===== src/rtl/cs_fixed_pkg.sv =====
// Shared fixed-point definitions for the column-norm / reciprocal datapath:
// FSM state encoding, Q4.12 constants, saturation value and default column length.
package cs_fixed_pkg;

  typedef enum logic [1:0] {
    StIdle,
    StAcc,
    StFin
  } state_e;

  localparam int unsigned Q_FRAC        = 12;
  localparam int unsigned ROUND_HALF    = 2048;
  localparam logic [15:0] SAT_VAL       = 16'hFFFF;
  localparam int unsigned N_LEN_DEFAULT = 64;

endpackage


===== src/rtl/sq_acc.sv =====
// Square-and-accumulate datapath: adds s_i*s_i (unsigned Q8.24) into a wide sum.
module sq_acc
  import cs_fixed_pkg::*;
#(
  parameter int unsigned AccW = 42
) (
  input  logic            clk_i,
  input  logic            rst_i,
  input  logic            clr_i,
  input  logic            en_i,
  input  logic [15:0]     s_i,
  output logic [AccW-1:0] acc_o
);

  logic [AccW-1:0] acc_q, acc_d;
  logic [31:0]     prod;

  // (-8.0)^2 = 2^30 still fits, so the 32-bit product is always non-negative.
  assign prod = 32'($signed(s_i) * $signed(s_i));

  always_comb begin
    acc_d = acc_q;
    if (clr_i) begin
      acc_d = '0;
    end else if (en_i) begin
      acc_d = acc_q + AccW'(prod);
    end
  end

  always_ff @(posedge clk_i) begin
    if (rst_i) begin
      acc_q <= '0;
    end else begin
      acc_q <= acc_d;
    end
  end

  assign acc_o = acc_q;

endmodule


===== src/rtl/col_norm_acc.sv =====
// Column energy accumulator: sums squares of N_LEN Q4.12 samples, rounds/saturates to
// unsigned Q4.12. Optional NORM_ZERO_GUARD_EN forces a zero result to 1 and adds zero_out.
module col_norm_acc
  import cs_fixed_pkg::*;
#(
  parameter int unsigned N_LEN = N_LEN_DEFAULT,
  parameter int unsigned ACC_W = 42
) (
  input  logic        clk,
  input  logic        rst,
  input  logic        en,
  input  logic [15:0] s_in,
  input  logic        s_valid,
  output logic [15:0] d_out,
  output logic        flag_out,
  output logic        busy,
  output logic        sat_out
`ifdef NORM_ZERO_GUARD_EN
  ,
  output logic        zero_out
`endif
);

  localparam int unsigned   CntW    = $clog2(N_LEN + 1);
  localparam logic [CntW-1:0] CntLast = CntW'(N_LEN - 1);

  state_e            state_q, state_d;
  logic [CntW-1:0]   cnt_q, cnt_d;
  logic [ACC_W-1:0]  acc, rounded;
  logic              acc_clr, acc_en;
  logic [15:0]       d_q, d_d, res;
  logic              sat_q, sat_d, flag_q, flag_d, res_sat;
  logic              unused_lsb;
`ifdef NORM_ZERO_GUARD_EN
  logic              zero_q, zero_d;
`endif

  sq_acc #(
    .AccW (ACC_W)
  ) u_sq_acc (
    .clk_i (clk),
    .rst_i (rst),
    .clr_i (acc_clr),
    .en_i  (acc_en),
    .s_i   (s_in),
    .acc_o (acc)
  );

  always_comb begin
    state_d = state_q;
    cnt_d   = cnt_q;
    acc_clr = 1'b0;
    acc_en  = 1'b0;
    unique case (state_q)
      StIdle: begin
        if (en) begin
          acc_clr = 1'b1;
          cnt_d   = '0;
          state_d = StAcc;
        end
      end
      StAcc: begin
        if (s_valid) begin
          acc_en = 1'b1;
          cnt_d  = cnt_q + CntW'(1);
          if (cnt_q == CntLast) state_d = StFin;
        end
      end
      StFin:   state_d = StIdle;
      default: state_d = StIdle;
    endcase
  end

  // Round half-up at bit Q_FRAC; anything above the 16 result bits saturates.
  assign rounded    = acc + ACC_W'(ROUND_HALF);
  assign res_sat    = |rounded[ACC_W-1:Q_FRAC+16];
  assign res        = res_sat ? SAT_VAL : rounded[Q_FRAC+15:Q_FRAC];
  assign unused_lsb = ^rounded[Q_FRAC-1:0];

  always_comb begin
    d_d    = d_q;
    sat_d  = sat_q;
    flag_d = 1'b0;
`ifdef NORM_ZERO_GUARD_EN
    zero_d = zero_q;
`endif
    if (state_q == StFin) begin
      d_d    = res;
      sat_d  = res_sat;
      flag_d = 1'b1;
`ifdef NORM_ZERO_GUARD_EN
      zero_d = (res == 16'h0000);
      if (res == 16'h0000) d_d = 16'h0001;
`endif
    end
  end

  always_ff @(posedge clk) begin
    if (rst) begin
      state_q <= StIdle;
      cnt_q   <= '0;
      d_q     <= '0;
      sat_q   <= 1'b0;
      flag_q  <= 1'b0;
`ifdef NORM_ZERO_GUARD_EN
      zero_q  <= 1'b0;
`endif
    end else begin
      state_q <= state_d;
      cnt_q   <= cnt_d;
      d_q     <= d_d;
      sat_q   <= sat_d;
      flag_q  <= flag_d;
`ifdef NORM_ZERO_GUARD_EN
      zero_q  <= zero_d;
`endif
    end
  end

  assign d_out    = d_q;
  assign sat_out  = sat_q;
  assign flag_out = flag_q;
  assign busy     = (state_q != StIdle);
`ifdef NORM_ZERO_GUARD_EN
  assign zero_out = zero_q;
`endif

endmodule


===== config.mk =====
export PLATFORM = sky130hd
export DESIGN_NAME = col_norm_acc
export DESIGN_NICKNAME = d
export VERILOG_FILES = /design/src/rtl/cs_fixed_pkg.sv /design/src/rtl/sq_acc.sv /design/src/rtl/col_norm_acc.sv
export SDC_FILE = /design/constraint.sdc
export NUM_CORES = 1
export LEC_CHECK = 0
export ABC_CLOCK_PERIOD_IN_PS = 9370
export BUFFER_PORTS_ARGS = -buffer_cell sky130_fd_sc_hd__buf_2
export CAP_MARGIN = 20
export CORE_ASPECT_RATIO = 1.4
export CORE_MARGIN = 2
export CORE_UTILIZATION = 25
export CTS_CLUSTER_SIZE = 30
export DETAILED_ROUTE_END_ITERATION = 8
export SLEW_MARGIN = 20
export SYNTH_ARGS = -nofsm -noshare
export SYNTH_HDL_FRONTEND = slang
export SYNTH_SLANG_ARGS = --single-unit

===== constraint.sdc =====
create_clock -name clk -period 9.37 [get_ports clk]
set_input_delay 0.4685 -clock clk [delete_from_list [all_inputs] [get_ports clk]]
set_output_delay 0.4685 -clock clk [all_outputs]
set_load 0.02 [all_outputs]

Yosys cells after proc, flatten, opt, wreduce, memory -nomap -nowiden
Index checks and enable logic that the tools add are counted.
{ "word_totals": {"reg_bits": 69, "latch_bits": 0, "ramBits": 0, "romBits": 0, "output_inout_bits": 19, "word_cells": 36, "memories": 0} }
{ "classes": {"add_sub_neg": 3, "n_mul": 1, "n_div": 0, "magnitude_cmp": 0, "n_eq_ne": 6, "n_shift": 0, "n_mux": 13, "bitwise": 0, "n_reduce_logical": 7} }
{ "ops": {"columns": ["op", "count"], "rows": [
  ["$add 42x12->42 const B", 1],
  ["$add 42x32->42", 1],
  ["$mul 16x16->32", 1],
  ["$mux 16", 1],
  ["$mux 7", 2],
  ["$pmux 7 s2", 1],
  ["$reduce_or 14->1", 1],
  ["$add 7x1->7 const B", 1],
  ["$eq 7x6->1 const B", 1],
  ["$mux 2", 3],
  ["$ne 2x2->1 const B", 3],
  ["$reduce_and 3->1", 2],
  ["$mux 1", 5],
  ["$pmux 2 s2", 1],
  ["$reduce_bool 2->1", 2],
  ["$eq 2x1->1 const B", 1],
  ["$eq 2x2->1 const B", 1],
  ["$logic_not 2->1", 1],
  ["$reduce_or 2->1", 1]
]} }

Longest topological paths before layout
{ "depth": {"depth_word": 4, "depth_mapped": 35, "depth_no_buf": 34} }

Modules after synthesis
A second synthesis with hierarchy kept.
{ "hier_totals": {"cells_unflattened": 1613, "area_unflattened_um2": 13939.6} }
{ "by_module_without_submodules": {"columns": ["mod", "instances", "cells_each", "area_per_inst_um2", "seq_area_each_um2"], "rows": [
  ["sq_acc", 1, 1415, 12290.5, 840.8],
  ["col_norm_acc", 1, 198, 1649.1, 540.5]
]} }

Worst setup path after synthesis
Ideal clock, no wire load.
{ "synth_timing": {"kind": "input port to flip-flop", "from": "input port s_in[1]", "to": "register u_sq_acc.acc_q[33] (netlist: u_sq_acc.acc_o[33])", "setup_time_ps": 128, "t_arrival_ps": 7952, "setup_slack_ps": 1291, "stages": 33, "path_buffers": 4, "path_cell_list": "clkbuf_1 > clkbuf_1 > nand2_1 > fa_1 > fa_1 > fa_1 > inv_1 > fa_1 > fa_1 > inv_1 > fa_1 > inv_1 > ha_1 > clkbuf_1 > a22o_1 > o31a_1 > a41o_1 > nor2_1 > o21ai_0 > a21o_1 > a21oi_1 > xnor2_1 > ha_1 > clkbuf_1 > nand4_1 > or2_1 > nor2_1 > and4_1 > a21oi_1 > a211o_1 > a21boi_0 > xnor2_1 > nor2_1"} }
{ "synth_between": {"elab_chain_cells": 2} }
{ "synth_lines": {"columns": ["element", "line_no", "source"], "rows": [
  ["from (decl)", "col_norm_acc.sv:12", "input logic [15:0] s_in,"],
  ["$mul 16x16->32", "sq_acc.sv:19", "assign prod = 32'($signed(s_i) * $signed(s_i));"],
  ["$add 42x32->42", "sq_acc.sv:26", "acc_d = acc_q + AccW'(prod);"],
  ["to (signal assigned)", "sq_acc.sv:32", "acc_q <= '0;"],
  ["to (signal assigned)", "sq_acc.sv:34", "acc_q <= acc_d;"],
  ["to (decl)", "sq_acc.sv:15", "logic [AccW-1:0] acc_q, acc_d;"]
]} }
No other way between the ends.
A chain may end at the register's enable or synchronous reset.

Final worst setup path
{ "layout_timing": {"from": "input port s_in[15]", "to": "register u_sq_acc.acc_q[35] (netlist: u_sq_acc.acc_o[35])"} }
The elaborated chain is that of the path after synthesis.

==> impl_metrics.json <==
{
  "synth_ff_type": "dfxtp_1",
  "slowest_stage": "fa_1",
  "finalHoldViolations": 0,
  "dieArea_um2": 57000,
  "pre_cts_slack_ps": 614,
  "portBuffers": 38,
  "critPathRequiredTime_ps": 9590,
  "avgViaCountPerCell": 4.51,
  "track_usage_pct": 11.8,
  "post_cts_resized": 0,
  "max_stage_delay_ps": 670,
  "fin_cells": 2363,
  "ant_nets": 0,
  "syn_to_final_growth_pct": 9.32,
  "gp_congestion": 0.888,
  "hold_depth": 4,
  "final_nets": 2021,
  "insertion_delay_ps": 350,
  "synth.most_common_cell": "inv_1",
  "ys_top_cells_by_count": "367 x inv_1, 238 x fa_1, 163 x nand2_1",
  "grtUsageMet1_pct": 14.1,
  "clk_path_buf_depth": 2,
  "htreeDepth": 3,
  "grtUsageMet2_pct": 21.9,
  "cp_data_arrival_time_ps": 8640,
  "num_rows": 101,
  "rsz0062_at_grt": "false",
  "busiest_layer": "met2",
  "syn-cell-area_um2": 13800,
  "syn_avg_cell_area_um2": 8.46,
  "status": "finished, final reports clean",
  "clk_pin_slew_worst_paths_ps": 60,
  "dpl.cell_count": 2346,
  "cts_inserted_buffers": 9,
  "synth-edff-count": 0,
  "reg2reg_depth": 10,
  "drive_gt1_share_pct": 4.75,
  "die_x_um": 202,
  "ctsRootBufferMaster": "clkbuf_16",
  "dp_hpwl_mm": 27.7,
  "start_util_pct": 25.3,
  "wl_per_cell_um": 14.0,
  "num_io_pins": 39,
  "yosysUniqueCellTypes": 66,
  "hold_path.class": "input port to flip-flop",
  "finalClockSkew_ps": 7.14,
  "drv_cap": 0,
  "drt_wl_total_mm": 33.1,
  "slew-limit-headroom_pct": 35.2,
  "post_cts_buffers": 0,
  "dr.pass1.iters": 5,
  "yosys_warnings": 0,
  "first_global_vias": 11400,
  "use_met3_pct": 1.07,
  "fin_setup_tns_ps": 0,
  "grt.overflow.total": 0,
  "worstMarginPinSlew_ps": 971,
  "ys_ff_latch": 69,
  "grt_pass1_wl_mm": 55.3,
  "crit_top_cell": "fa_1",
  "setup_slack_ps": 952,
  "antenna_found_initial": 3,
  "worst-path-max-fanout": 20,
  "yosysTopAreaCell": "fa_1",
  "ys_top_cells_by_area": "fa_1 35%, ha_1 12%, dfxtp_1 10%, inv_1 10%, nand2_1 4.4%",
  "drc": 0,
  "endpoint_kind": "flip-flop",
  "max_freq_ghz": 0.119,
  "cts.sinks": 69,
  "grt_start_max_net_pins": 45,
  "syn-num-nets": 2011,
  "die_h_um": 282,
  "ctsHoldBuffers": 0,
  "synth-seq-area-share_pct": 10.0,
  "setup_viol": 0,
  "slew_viol_final": 0,
  "vias": 10700,
  "cts_tree": "done",
  "min_period_ps": 8420,
  "num-fill-cells": 5847,
  "coreArea_um2": 54300,
  "postSynthCellCount": 1626,
  "synth_top_area_share_pct": 34.6,
  "synthArstFlopShare_pct": 0,
  "crit_type": "input port to flip-flop",
  "finalCritPeriodShare_pct": 89.8,
  "critPathLaunchType": "input port",
  "drtIter0Drc": 502
}
## state kept, by name (all words and copies together) (netlist names)
signal          count
u_sq_acc.acc_o     42
d_out              16
cnt_q               7
state_q             2
flag_out            1
sat_out             1
## metrics by stage
stage | hold slack (ps) | area, um^2 | utilization [%]
after floorplan | 436 | 13800 | -
after global placement | 443 | 14700 | 27.1
after detailed placement | 450 | 14700 | 27.1
after CTS | 426 | 15000 | 27.7
after global routing | 455 | 15000 | 27.7
final | 436 | 15000 | 27.7
## area by class of cell
type / count / area (um^2) / area share [%]
antenna: 1 / 2.50 / 0.0166
timing repair buffer: 46 / 250 / 1.66
multi-input combinational: 1142 / 10800 / 71.9
clock inverter: 6 / 68.8 / 0.457
sequential: 69 / 1380 / 9.18
tap: 721 / 902 / 6.00
clock buffer: 10 / 239 / 1.59
inverter: 368 / 1380 / 9.18
## worst max-delay path, delay by kind of cell
family                   cells  cell delay, ps
adder cells (fa/ha/maj)      8            3870
AO/OA/AOI/OAI                8            1940
AND/OR/NAND/NOR              8            1060
buffers and inverters        6             910
XOR/XNOR                     2             350
## cell families after synthesis
| family | share of synthesized area [%] |
|---|---|
| muxes | 0.300 |
| adders and majority gates | 46.2 |
| xor gates and xnor gates | 5.73 |
| and+or+nand+nor | 14.8 |
| AOI/OAI and AO/OA | 11.6 |
| DFF | 10.0 |
| buffers and inverters | 11.3 |
## worst paths after layout
kind	start	slack (ps)	end
worst max register to register	u_sq_acc.acc_o[11]	5950	d_out[14]
worst min register to register	u_sq_acc.acc_o[9]	460	u_sq_acc.acc_o[9]
worst min-delay path	s_valid	440	state_q[0]
worst max-delay path	s_in[15]	950	u_sq_acc.acc_o[35]
## cells in the final DEF (no fill, tap or decap), types with 4 or more instances in the layout
master / netlist / routed
nand2b_1: 12 / 12
and3_1: 16 / 16
nor2b_1: 11 / 11
and4_1: 8 / 8
o31ai_1: 6 / 6
buf_2: 0 / 38
nor3_1: 15 / 15
a211oi_1: 26 / 26
buf_4: 1 / 8
dfxtp_1: 69 / 69
nor2_1: 106 / 106
clkbuf_16: 0 / 9
a21boi_0: 4 / 4
nand2_1: 163 / 163
xor2_1: 30 / 30
o21a_1: 5 / 5
o211ai_1: 6 / 6
o21ai_1: 6 / 6
and2_1: 35 / 35
a21oi_1: 93 / 93
o21ai_0: 37 / 37
fa_1: 238 / 238
ha_1: 127 / 127
a31oi_1: 6 / 6
o21bai_1: 7 / 7
a41o_1: 4 / 4
nand4_1: 17 / 17
inv_1: 367 / 367
nand3_1: 32 / 32
a31o_2: 5 / 5
a21o_1: 18 / 18
xnor2_1: 60 / 60
## metal layers
metal	part of all wire [%]	wire [um]
met5	0.11	35
met4	2.8	943
met3	3.1	1030
met2	51	16900
met1	43	14300
Power is left out: the tool's default activity adds up to more than one toggle a clock period on the data nets, which glitch-free logic cannot reach.
